==> config.mk <==
export PLATFORM = sky130hd
export DESIGN_NAME = hub_rr_arbiter
export DESIGN_NICKNAME = d
export VERILOG_FILES = /design/src/rtl/hub_rr_arbiter_pkg.sv /design/src/rtl/hub_rr_arbiter_pick.sv /design/src/rtl/hub_rr_arbiter.sv
export SDC_FILE = /design/constraint.sdc
export NUM_CORES = 1
export LEC_CHECK = 0
export ABC_AREA = 1
export BUFFER_PORTS_ARGS = -buffer_cell sky130_fd_sc_hd__clkbuf_2
export CAP_MARGIN = 20
export CORE_MARGIN = 4
export CORE_UTILIZATION = 45
export DETAILED_ROUTE_END_ITERATION = 10
export PLACE_DENSITY = 0.8
export SYNTH_ARGS = -nofsm -noshare
export SYNTH_HDL_FRONTEND = slang
export SYNTH_SLANG_ARGS = --single-unit
==> constraint.sdc <==
create_clock -name clk -period 3.8 [get_ports clk]
set_input_delay 0.57 -clock clk [delete_from_list [all_inputs] [get_ports clk]]
set_output_delay 0.57 -clock clk [all_outputs]
set_load 0.02 [all_outputs]
==> src/rtl/hub_rr_arbiter_pkg.sv <==
// -----------------------------------------------------------------------------
// hub_rr_arbiter_pkg
// Shared definitions for the hub schedulers: arbiter state encoding, the
// source-index width helper and the statistics counter width.
// -----------------------------------------------------------------------------
package hub_rr_arbiter_pkg;

    typedef enum logic {
        IDLE = 1'b0,
        HOLD = 1'b1
    } arb_state_t;

    localparam int STAT_W = 16;

    // Width of a source index; never below one bit so a single-source
    // build still has a legal vector.
    function automatic int calc_src_w(input int n);
        return (n > 1) ? $clog2(n) : 1;
    endfunction

endpackage

==> src/rtl/hub_rr_arbiter_pick.sv <==
// -----------------------------------------------------------------------------
// rr_priority_pick
// Combinational rotating first-one finder. Scans valid_vector starting at
// rr_ptr and wrapping modulo N; reports the first set position.
//
// Ports
//   valid_vector  in   N       request vector
//   rr_ptr        in   SRC_W   scan start position (must be < N)
//   grant_valid   out  1       at least one request present
//   grant_idx     out  SRC_W   index of the first request at or after rr_ptr
// -----------------------------------------------------------------------------
module rr_priority_pick #(
    parameter int N     = 3,
    parameter int SRC_W = 2
) (
    input  logic [N-1:0]     valid_vector,
    input  logic [SRC_W-1:0] rr_ptr,
    output logic             grant_valid,
    output logic [SRC_W-1:0] grant_idx
);

    // One extra bit so rr_ptr + k cannot overflow before the modulo fold.
    localparam logic [SRC_W:0] N_W = (SRC_W + 1)'(N);

    logic [SRC_W:0] idx;

    always_comb begin
        grant_valid = 1'b0;
        grant_idx   = '0;
        idx         = '0;
        for (int k = 0; k < N; k++) begin
            idx = {1'b0, rr_ptr} + (SRC_W + 1)'(k);
            if (idx >= N_W) begin
                idx = idx - N_W;
            end
            if (!grant_valid && valid_vector[idx[SRC_W-1:0]]) begin
                grant_valid = 1'b1;
                grant_idx   = idx[SRC_W-1:0];
            end
        end
    end

endmodule

==> src/rtl/hub_rr_arbiter.sv <==
// -----------------------------------------------------------------------------
// hub_rr_arbiter
// Registered round-robin merge of TRUE_FIFO_COUNT hub FIFO streams into one
// downstream stream. A source keeps the grant for up to MAX_BURST consecutive
// words, then the grant rotates. A one-entry output register isolates the
// downstream stage.
//
// Optional feature macro: HUB_RR_ARBITER_STATS_EN adds one saturating 16-bit
// accepted-word counter per source on stat_count_vector.
//
// Ports
//   clk                in   1                 clock
//   reset              in   1                 synchronous, active-high
//   in_data_vector     in   N*W               source i at [(i+1)*W-1 : i*W]
//   in_valid_vector    in   N                 per-source valid
//   in_ready_vector    out  N                 per-source pop, one-hot or zero
//   out_valid          out  1                 registered output valid
//   out_data           out  W                 registered message
//   out_source         out  SRC_W             source of out_data
//   stat_count_vector  out  N*16              per-source counters (stats only)
//   out_ready          in   1                 downstream accept
//
// state | meaning
// IDLE  | no owner; next grant comes from the round-robin scan
// HOLD  | owner holds the grant while valid and burst_cnt < MAX_BURST
// -----------------------------------------------------------------------------
module hub_rr_arbiter
    import hub_rr_arbiter_pkg::*;
#(
    parameter int  HUB_FIFO_WIDTH  = 32,
    parameter int  TRUE_FIFO_COUNT = 3,
    parameter int  MAX_BURST       = 4,
    localparam int SRC_W           = calc_src_w(TRUE_FIFO_COUNT)
) (
    input  logic                                      clk,
    input  logic                                      reset,
    input  logic [TRUE_FIFO_COUNT*HUB_FIFO_WIDTH-1:0] in_data_vector,
    input  logic [TRUE_FIFO_COUNT-1:0]                in_valid_vector,
    output logic [TRUE_FIFO_COUNT-1:0]                in_ready_vector,
    output logic                                      out_valid,
    output logic [HUB_FIFO_WIDTH-1:0]                 out_data,
    output logic [SRC_W-1:0]                          out_source,
`ifdef HUB_RR_ARBITER_STATS_EN
    output logic [TRUE_FIFO_COUNT*STAT_W-1:0]         stat_count_vector,
`endif
    input  logic                                      out_ready
);

    localparam int                 BURST_W     = $clog2(MAX_BURST + 1);
    localparam logic [BURST_W-1:0] BURST_LIMIT = BURST_W'(MAX_BURST);
    localparam logic [SRC_W-1:0]   LAST_SRC    = SRC_W'(TRUE_FIFO_COUNT - 1);

    arb_state_t                state_q,      state_d;
    logic [SRC_W-1:0]          owner_q,      owner_d;
    logic [SRC_W-1:0]          rr_ptr_q,     rr_ptr_d;
    logic [BURST_W-1:0]        burst_q,      burst_d;
    logic                      out_valid_q,  out_valid_d;
    logic [HUB_FIFO_WIDTH-1:0] out_data_q,   out_data_d;
    logic [SRC_W-1:0]          out_source_q, out_source_d;

    logic                      pick_valid;
    logic [SRC_W-1:0]          pick_idx;
    logic                      hold_hit;
    logic                      grant_valid;
    logic [SRC_W-1:0]          grant;
    logic                      pipe_ready;
    logic                      xfer;
    logic [HUB_FIFO_WIDTH-1:0] sel_data;

    rr_priority_pick #(
        .N     (TRUE_FIFO_COUNT),
        .SRC_W (SRC_W)
    ) u_pick (
        .valid_vector (in_valid_vector),
        .rr_ptr       (rr_ptr_q),
        .grant_valid  (pick_valid),
        .grant_idx    (pick_idx)
    );

    // rr_ptr is always one past the owner, so the scan visits the current
    // owner last and a lone requester is re-granted after its burst.
    assign hold_hit    = (state_q == HOLD) && in_valid_vector[owner_q]
                         && (burst_q < BURST_LIMIT);
    assign grant       = hold_hit ? owner_q : pick_idx;
    assign grant_valid = hold_hit || pick_valid;
    assign pipe_ready  = !out_valid_q || out_ready;
    // Nothing is popped while reset is asserted.
    assign xfer        = pipe_ready && grant_valid && !reset;

    always_comb begin
        sel_data = '0;
        for (int i = 0; i < TRUE_FIFO_COUNT; i++) begin
            if (grant == SRC_W'(i)) begin
                sel_data = in_data_vector[i*HUB_FIFO_WIDTH +: HUB_FIFO_WIDTH];
            end
        end
    end

    always_comb begin
        in_ready_vector = '0;
        for (int i = 0; i < TRUE_FIFO_COUNT; i++) begin
            in_ready_vector[i] = xfer && (grant == SRC_W'(i));
        end
    end

    always_ff @(posedge clk) begin
        if (reset) begin
            state_q      <= IDLE;
            owner_q      <= '0;
            rr_ptr_q     <= '0;
            burst_q      <= '0;
            out_valid_q  <= 1'b0;
            out_data_q   <= '0;
            out_source_q <= '0;
        end else begin
            state_q      <= state_d;
            owner_q      <= owner_d;
            rr_ptr_q     <= rr_ptr_d;
            burst_q      <= burst_d;
            out_valid_q  <= out_valid_d;
            out_data_q   <= out_data_d;
            out_source_q <= out_source_d;
        end
    end

    always_comb begin
        state_d      = state_q;
        owner_d      = owner_q;
        rr_ptr_d     = rr_ptr_q;
        burst_d      = burst_q;
        out_valid_d  = out_valid_q;
        out_data_d   = out_data_q;
        out_source_d = out_source_q;

        if (pipe_ready) begin
            if (xfer) begin
                out_valid_d  = 1'b1;
                out_data_d   = sel_data;
                out_source_d = grant;
                if (hold_hit) begin
                    burst_d = burst_q + BURST_W'(1);
                end else begin
                    state_d  = HOLD;
                    owner_d  = grant;
                    burst_d  = BURST_W'(1);
                    rr_ptr_d = (grant == LAST_SRC) ? '0 : grant + SRC_W'(1);
                end
            end else begin
                out_valid_d = 1'b0;
                state_d     = IDLE;
                burst_d     = '0;
            end
        end
    end

    assign out_valid  = out_valid_q;
    assign out_data   = out_data_q;
    assign out_source = out_source_q;

`ifdef HUB_RR_ARBITER_STATS_EN
    logic [STAT_W-1:0] stat_q [TRUE_FIFO_COUNT];

    always_ff @(posedge clk) begin
        if (reset) begin
            for (int i = 0; i < TRUE_FIFO_COUNT; i++) begin
                stat_q[i] <= '0;
            end
        end else begin
            for (int i = 0; i < TRUE_FIFO_COUNT; i++) begin
                if (in_ready_vector[i] && (stat_q[i] != '1)) begin
                    stat_q[i] <= stat_q[i] + STAT_W'(1);
                end
            end
        end
    end

    for (genvar g = 0; g < TRUE_FIFO_COUNT; g++) begin : g_stat
        assign stat_count_vector[g*STAT_W +: STAT_W] = stat_q[g];
    end
`endif

endmodule

**Word-level counts from Yosys, hierarchy flattened**

Cells that the tools add are included.

- Divide/modulo/power cells: 0
- Multiply operators: 0
- Equality and inequality tests: 3
- $lt $le $gt $ge: 8
- Add/sub/neg operators: 7
- Bitwise gates (word level): 1
- Shifts and indexed selects: 0
- Reduce and logical (&&, ||, !) cells: 19
- Multiplexer cells: 27

Operators with widths:

| cell | number |
|---|---|
| two-way mux 32 bit | 3 |
| two-way mux 2 bit | 8 |
| less-than comparator 2 x 3 -> 1 bit (second input constant) | 4 |
| two-way mux 1 bit | 10 |
| logical AND 1 bit | 9 |
| binary-select mux 1 bit (select 2 bit) | 4 |
| greater-or-equal comparator 3 x 2 -> 1 bit (second input constant) | 2 |
| two-way mux 3 bit | 2 |
| subtractor 2 bit (second input constant) | 3 |
| logical NOT 1 bit | 4 |
| AND reduction 2 bit | 2 |
| adder 2 x 1 -> 3 bit (second input constant) | 1 |
| adder 2 x 2 -> 3 bit (second input constant) | 1 |
| adder 3 x 1 -> 3 bit (second input constant) | 1 |
| less-than comparator 3 bit (second input constant) | 1 |
| AND reduction 3 bit | 1 |
| adder 2 x 1 -> 2 bit (second input constant) | 1 |
| == test 2 x 1 -> 1 bit (second input constant) | 1 |
| == test 2 bit (second input constant) | 1 |
| greater-or-equal comparator 2 bit (second input constant) | 1 |
| logical NOT 2 bit | 1 |
| logical OR 1 bit | 2 |
| != test 2 bit (second input constant) | 1 |
| inverter 1 bit | 1 |

- Output and inout port bits: 38
- Word-level logic and storage cells: 72
- ROM bits: 0
- Memories: 0
- Bits in latches: 0
- Bits in writable memories: 0
- Register bits: 43

**Logic depth before layout (Yosys ltp)**

Gate-level depths: netlist (run 1).

- Depth after elaboration: 16
- Gate-level depth with buffers: 18
- Mapped depth without buffers: 17

**By module**

From an unflattened synthesis (run 1), not the netlist that was laid out.

- Cells, all modules: 491
- Area, all modules: 2960.3 µm²

Modules (own cells, without submodules):

| module | cells an instance | sequential area each (µm²) | area an instance (µm²) | instances |
|---|---|---|---|---|
| hub_rr_arbiter | 440 | 860.8 | 2720.1 | 1 |
| rr_priority_pick | 51 | 0.0 | 240.2 | 1 |

**Worst setup path after synthesis (run 1)**

Ideal clock, no wire load.

- Path type: flip-flop to output port
- From: register rr_ptr_q[0]
- To: output in_ready_vector[0]
- Path slack: 1342 ps
- Arrival: 1888 ps
- Cell stages (with the launch flop): 13
- Required time: 3230 ps
- Cell sequence: dfxtp_1 > inv_1 > ha_1 > o21ai_1 > nand2_1 > nand4_1 > nand2_1 > nand2_2 > nand2_4 > inv_2 > buf_6 > nand2_1 > nor2_2

- Word-level cells in the longest chain between the ends: 15
- Elaborated cells between the ends (all ways): 33
- Classes of those cells: add/sub: 5; order compare: 3; mux: 16; reduce/logical: 9

Ends and longest elaborated chain:

| what | RTL line | text |
|---|---|---|
| start, declared | hub_rr_arbiter.sv:55 | `logic [SRC_W-1:0] rr_ptr_q, rr_ptr_d;` |
| start signal, assigned | hub_rr_arbiter.sv:118 | `rr_ptr_q <= rr_ptr_d;` |
| branches (longest 14 deep; another with adder 2 x 1 -> 3 bit) | -- |  |
| logical AND 1 bit * | hub_rr_arbiter.sv:102 | `in_ready_vector[i] = xfer && (grant == SRC_W'(i));` |
| end, declared | hub_rr_arbiter.sv:39 | `output logic [TRUE_FIFO_COUNT-1:0] in_ready_vector,` |

Mark *: on every way between the ends. The select of a mux whose other input is x is not followed.

**Worst setup path in the final report (run 1)**

Same ends and word-level chain as after synthesis.

==> results of run 1 <==
## cell type report
class | count | share of cell area, %
Multi-Input combinational cell | 313 | 42.1
Tap cell | 72 | 2.65
Timing Repair Buffer | 140 | 20.7
Clock buffer | 6 | 2.43
Clock inverter | 2 | 1.03
Sequential cell | 43 | 25.3
Inverter | 52 | 5.74
## power by group through the flow
stage | Combinational [mW] | Clock, mW | Sequential [mW]
after global routing | 2.00 | 0.399 | 0.742
after global placement | 1.73 | 0 | 0.725
after CTS | 1.78 | 0.378 | 0.721
after floorplan | 1.22 | 0 | 0.893
final | 1.77 | 0.372 | 0.722
after detailed placement | 1.77 | 0 | 0.728
## layer usage
layer	GRT usage [%]	wire, µm
met5	0	0
met4	5.12	106
met3	5.53	539
met2	36.7	3700
met1	24.5	3170
## how the worst max path moves through the flow
stage / end / depth (start not counted) / startpoint
2_1_floorplan: in_ready_vector[0] / 12 / rr_ptr_q[0]
4_1_cts: in_ready_vector[0] / 12 / rr_ptr_q[0]
3_5_place_dp: in_ready_vector[0] / 12 / rr_ptr_q[0]
3_3_place_gp: in_ready_vector[0] / 12 / rr_ptr_q[0]
6_report: in_ready_vector[0] / 12 / rr_ptr_q[0]
5_1_grt: in_ready_vector[0] / 12 / rr_ptr_q[0]
## cell families after synthesis
logic type	after synthesis	synth area share (%)
buf+inv	69	11.5
compound gates	46	9.90
simple gates	262	42.9
flops	43	33.2
fa+ha+maj	5	2.42
## state kept, by name, summed over array words and instances (netlist names)
register    flops
out_data       32
burst_q         3
out_source      2
owner_q         2
rr_ptr_q        2
out_valid       1
state_q         1
## synth_stat cells (2+ instances only)
| library cell | n |
|---|---|
| nand2_1 | 179 |
| inv_1 | 46 |
| dfxtp_1 | 43 |
| nand3_1 | 40 |
| a21oi_1 | 24 |
| nor2_1 | 22 |
| buf_2 | 13 |
| o21a_1 | 10 |
| o21ai_0 | 9 |
| or2_0 | 6 |
| ha_1 | 5 |
| inv_2 | 5 |
| nand2_2 | 4 |
| buf_6 | 3 |
| nand2_4 | 2 |
| nand4_1 | 2 |
| nor2_4 | 2 |
| o21ai_1 | 2 |
## critical path, cell delays in order (launching register included)
cell and delay [ns]:
dfxtp_1 0.39, inv_1 0.08, ha_1 0.37, o21ai_1 0.19, nand2_1 0.13, nand4_1 0.11
nand2_1 0.08, nand2_2 0.18, nand2_4 0.21, inv_2 0.31, nand2_1 0.14, nor2_2 0.17
clkbuf_2 0.20
## stage by stage
| step | hold slack, ns | area [µm²] |
|---|---|---|
| final | 0.457 | 3400 |
| after global placement | 0.439 | 3280 |
| after detailed placement | 0.438 | 3280 |
| after global routing | 0.476 | 3400 |
| after CTS | 0.459 | 3400 |
| after floorplan | 0.441 | 2590 |
==> results.json, run 1 <==
{
  "outcome": "complete, no violations",
  "syn2layout_area_growth_pct": 31.2,
  "syn_inst": 425,
  "synth_top_area_cell": "dfxtp_1",
  "ir_drop_mv": 0.408,
  "regArea_um2": 861,
  "post_cts_resized": 0,
  "worst_r2r_path_depth": 12,
  "fin_util_pct": 61.3,
  "setup_viol": 0,
  "hold_viol": 0,
  "drc": 0,
  "cts_setup_buffers": 0,
  "timing.slew.headroom_pct": 52.2,
  "skew_ns": 0.00947,
  "hold_buffers": 0,
  "cp_max_fo": 23,
  "startpoint_type": "register",
  "fill_cells": 553,
  "synth_cell_types": 26,
  "syn_area_mm2": 0.00259,
  "first_iter_violations": 137,
  "synth_warnings": 0,
  "async_reset_ff_share_pct": 0,
  "fin_crit_ns": 3.43,
  "cts.sinks": 43,
  "rsz0062_at_grt": "no",
  "path_clk_slew_ns": 0.09,
  "cts_max_path_buffers": 2,
  "worstReg2RegStart": "rr_ptr_q[0]",
  "fin_ws_ns": 0.374,
  "grt_pass1_vias": 2804,
  "synth_flop_cell": "dfxtp_1",
  "gp_congestion": 0.891,
  "p_int_mw": 1.39,
  "layout_commonest_cell": "nand2_1",
  "rows": 27,
  "initial_utilization_pct": 46.7,
  "drive_gt1_share_pct": 29.7,
  "diodes": 0,
  "regToRegSetupSlack_ns": 1.05,
  "grt_usage_pct": 20.6,
  "syn-num-nets": 532,
  "power_frac_comb_pct": 61.8,
  "cts_made_buffers": 5,
  "p_per_area_mw_per_mm2": 842,
  "ys_ff_latch": 43,
  "core-area_mm2": 0.00554,
  "holdPathStages": 2,
  "dpl.cell_count": 620,
  "clk_latency_ns": 0.29,
  "boundaryPins": 140,
  "dieArea_mm2": 0.00703,
  "first_pass_iters": 4,
  "port_buffers": 139,
  "place_hpwl_um": 5790,
  "setup-tns-final_ns": 0,
  "worstPathRequired_ns": 3.23,
  "final_cell_count_no_fill": 628,
  "avgSynthCellArea_um2": 6.09,
  "grt_first_pass_wirelength_um": 12300,
  "min_from": "out_data[23]",
  "p_sw_share_pct": 51.4,
  "synthTopCellsByArea": "dfxtp_1 (33%), nand2_1 (26%), nand3_1 (7.7%), inv_1 (6.7%), a21oi_1 (4.6%)",
  "place_ws_ns": 0.687,
  "cts-root-buf": "clkbuf_8",
  "leakagePower_nw": 2.02,
  "maxSlewViolCount": 0,
  "power_switching_mw": 1.47,
  "drv_cap": 0,
  "hp-class": "register to register",
  "multi_input_area_mm2": 0.00143,
  "synth_edf_count": 0,
  "fmax_mhz": 292,
  "grt_overflow": 0,
  "routedWlPerCell_um": 12.0,
  "worstHoldEndpoint": "out_data[23]",
  "die_x_um": 83.9,
  "grt_max_degree": 34,
  "die_y_um": 83.9,
  "antenna_found_initial": 0,
  "seq_power_share_pct": 25.2,
  "postRouteAntennaNets": 0,
  "power_mw": 2.86,
  "synth_seq_area_share_pct": 33.2,
  "drt-vias-per-instance": 4.79,
  "fin_crit_sh_pct": 90.2,
  "path_class": "register to output pin",
  "finalWirelength_um": 7510,
  "cp-end-kind": "output pin",
  "crit-reg2reg-capture": "out_data[13]",
  "worst_slew_pin_slew_ns": 0.716,
  "cts_tree": "built",
  "p_clk_share_pct": 13.0,
  "synth_top_area_share_pct": 33.2,
  "h-tree-depth": 2,
  "worstPathArrival_ns": 2.86,
  "final_cell_mix": "nand2_1 (179), clkbuf_2 (139), inv_1 (46), dfxtp_1 (43), nand3_1 (40)",
  "fin_nets": 662,
  "num_vias": 3006
}
Note: power is estimated with default switching activity, not from simulation.
==> run 2, diff against run 1 <==
Settings changed: ABC_CLOCK_PERIOD_IN_PS from default to 3800, CORE_UTILIZATION 45 to 49, PLACE_DENSITY 0.8 to 0.87.
==> run 2 against run 1 <==
Against the previous run:
- combinational power hardly changed
- worst hold slack worse by 0.0037 ns
- sequential share of layout area is 0.19 points higher
- flip-flop and latch count stayed put
- utilization is 4.7 points higher
- via count is 0.43% higher
- global-route usage is 2.6 points higher
- final cell count is 0.32% lower
- critical path depth stayed put
- sequential power hardly changed
- total power is 2.6% lower
- critical endpoint unchanged
- largest power group unchanged
==> results.json, run 2 (same netlist as run 1, synthesis figures left out) <==
{
  "worstSetupEndpoint": "in_ready_vector[0]",
  "maxSlewViolCount": 0,
  "p_sw_share_pct": 52.6,
  "fin_nets": 663,
  "drive_gt1_share_pct": 29.7,
  "worstPathRequired_ns": 3.23,
  "cp_top_family": "simple AND/OR/NAND/NOR gates",
  "antenna_found_initial": 0,
  "post_cts_resized": 0,
  "num_vias": 3019,
  "h-tree-depth": 2,
  "cp_max_fo": 23,
  "gp_congestion": 0.879,
  "cp-end-kind": "output pin",
  "power_mw": 2.79,
  "slowest_stage": "dfxtp_1",
  "grt_usage_pct": 23.2,
  "slowest_delay_ns": 0.40,
  "setup-tns-final_ns": 0,
  "p_clk_share_pct": 10.7,
  "hold_viol": 0,
  "startpoint_type": "register",
  "p_per_area_mw_per_mm2": 826,
  "worst_r2r_path_depth": 13,
  "cts_setup_buffers": 0,
  "finalWirelength_um": 7440,
  "crit-reg2reg-capture": "out_data[19]",
  "fill_cells": 497,
  "postRouteAntennaNets": 0,
  "cp_num_buf_inv": 3,
  "seq_power_share_pct": 25.9,
  "setup_viol": 0,
  "layout_commonest_cell": "nand2_1",
  "grt_pass1_vias": 2811,
  "syn2layout_area_growth_pct": 30.2,
  "first_iter_violations": 129,
  "whs_ns": 0.453,
  "worstReg2RegStart": "rr_ptr_q[0]",
  "worst_slew_pin_slew_ns": 0.675,
  "largest_register_ffs": 32,
  "holdPathStages": 2,
  "drc": 0,
  "power_switching_mw": 1.47,
  "fin_util_pct": 66.0,
  "critPathLaunch": "rr_ptr_q[0]",
  "grt_max_degree": 34,
  "path_common_cell": "nand2_1",
  "hold_buffers": 0,
  "path_class": "register to output pin",
  "ir_drop_mv": 0.470,
  "routedWlPerCell_um": 11.9,
  "cts-root-buf": "clkbuf_8",
  "path_clk_slew_ns": 0.08,
  "drv_cap": 0,
  "grt_first_pass_wirelength_um": 11900,
  "cts_tree": "built",
  "fmax_mhz": 295,
  "fin_ws_ns": 0.404,
  "grt_overflow": 0,
  "drt-vias-per-instance": 4.82,
  "die_y_um": 80.7,
  "core-area_mm2": 0.00511,
  "rsz0062_at_grt": "no",
  "cts_made_buffers": 5,
  "cp_num_cells": 12,
  "power_frac_comb_pct": 63.5,
  "worstPathArrival_ns": 2.83,
  "dieArea_mm2": 0.00651,
  "cts_max_path_buffers": 2,
  "crit_chain": "inv_1 > ha_1 > o21ai_1 > nand2_1 > nand4_1 > nand2_1 > nand2_2 > nand2_4 > inv_2 > nand2_1 > nor2_2 > clkbuf_2",
  "first_pass_iters": 5,
  "p_int_mw": 1.32,
  "hp-class": "register to register",
  "skew_ns": 0.00508,
  "regArea_um2": 861,
  "die_x_um": 80.7,
  "leakagePower_nw": 2.01,
  "rows": 26,
  "multi_input_area_mm2": 0.00143,
  "place_ws_ns": 0.732,
  "fin_crit_ns": 3.40,
  "clk_latency_ns": 0.29,
  "port_buffers": 139,
  "fin_crit_sh_pct": 89.4,
  "initial_utilization_pct": 50.7,
  "boundaryPins": 140,
  "diodes": 0,
  "regToRegSetupSlack_ns": 1.01,
  "final_cell_mix": "nand2_1 (179), clkbuf_2 (139), inv_1 (46), dfxtp_1 (43), nand3_1 (40)",
  "cts.sinks": 43,
  "outcome": "complete, no violations",
  "timing.slew.headroom_pct": 54.9,
  "place_hpwl_um": 5830
}
==> run 2: cell count changes in the layout (fill, tap and decap cells not counted) <==
cell	previous run	this run
buf_4	1	2
bufinv_16	1	0
==> run 2: worst min path at each step <==
stage,start,end,slack (ns)
2_1_floorplan,state_q,state_q,0.44
3_3_place_gp,out_data[1],out_data[1],0.44
3_5_place_dp,out_data[16],out_data[16],0.44
4_1_cts,out_data[5],out_data[5],0.46
5_1_grt,out_data[5],out_data[5],0.47
6_report,out_data[5],out_data[5],0.45
==> run 2: cell type report <==
class	count	share of cell area (%)
Clock buffer	6	2.45
Sequential cell	43	25.5
Tap cell	70	2.60
Clock inverter	1	0.148
Timing Repair Buffer	141	21.1
Multi-Input combinational cell	313	42.4
Inverter	52	5.79
==> run 2: worst register-to-register path: stages (launching register included) <==
cell	delay, ns
dfxtp_1	0.40
inv_1	0.08
ha_1	0.38
o21ai_1	0.21
nand2_1	0.14
nand4_1	0.11
nand2_1	0.08
nand2_2	0.17
nand2_4	0.20
nor2_4	0.60
nand2_1	0.15
nand3_1	0.12
nand2_1	0.05
inv_1	0.05
==> run 2: power groups by stage <==
stage / Combinational (mW) / Sequential [mW] / Clock, mW
after floorplan: 1.22 / 0.893 / 0
after global placement: 1.72 / 0.727 / 0
after CTS: 1.78 / 0.722 / 0.303
after global routing: 2.01 / 0.743 / 0.321
final: 1.77 / 0.721 / 0.298
after detailed placement: 1.77 / 0.731 / 0
==> run 2: stage by stage <==
stage	instances	area (µm²)
CTS	626	3370
finish	626	3370
detailed placement	619	3290
global route	626	3370
global placement	619	3290
floorplan	425	2590
==> run 2: layer usage <==
metal | part of all wire (%) | vias up | global-route usage, %
met5 | 0 | - | 0
met4 | 2.0 | 0 | 7.77
met3 | 7.5 | 18 | 6.17
met2 | 50 | 117 | 41.6
met1 | 40 | 1314 | 26.5
li1 | - | 1570 | -
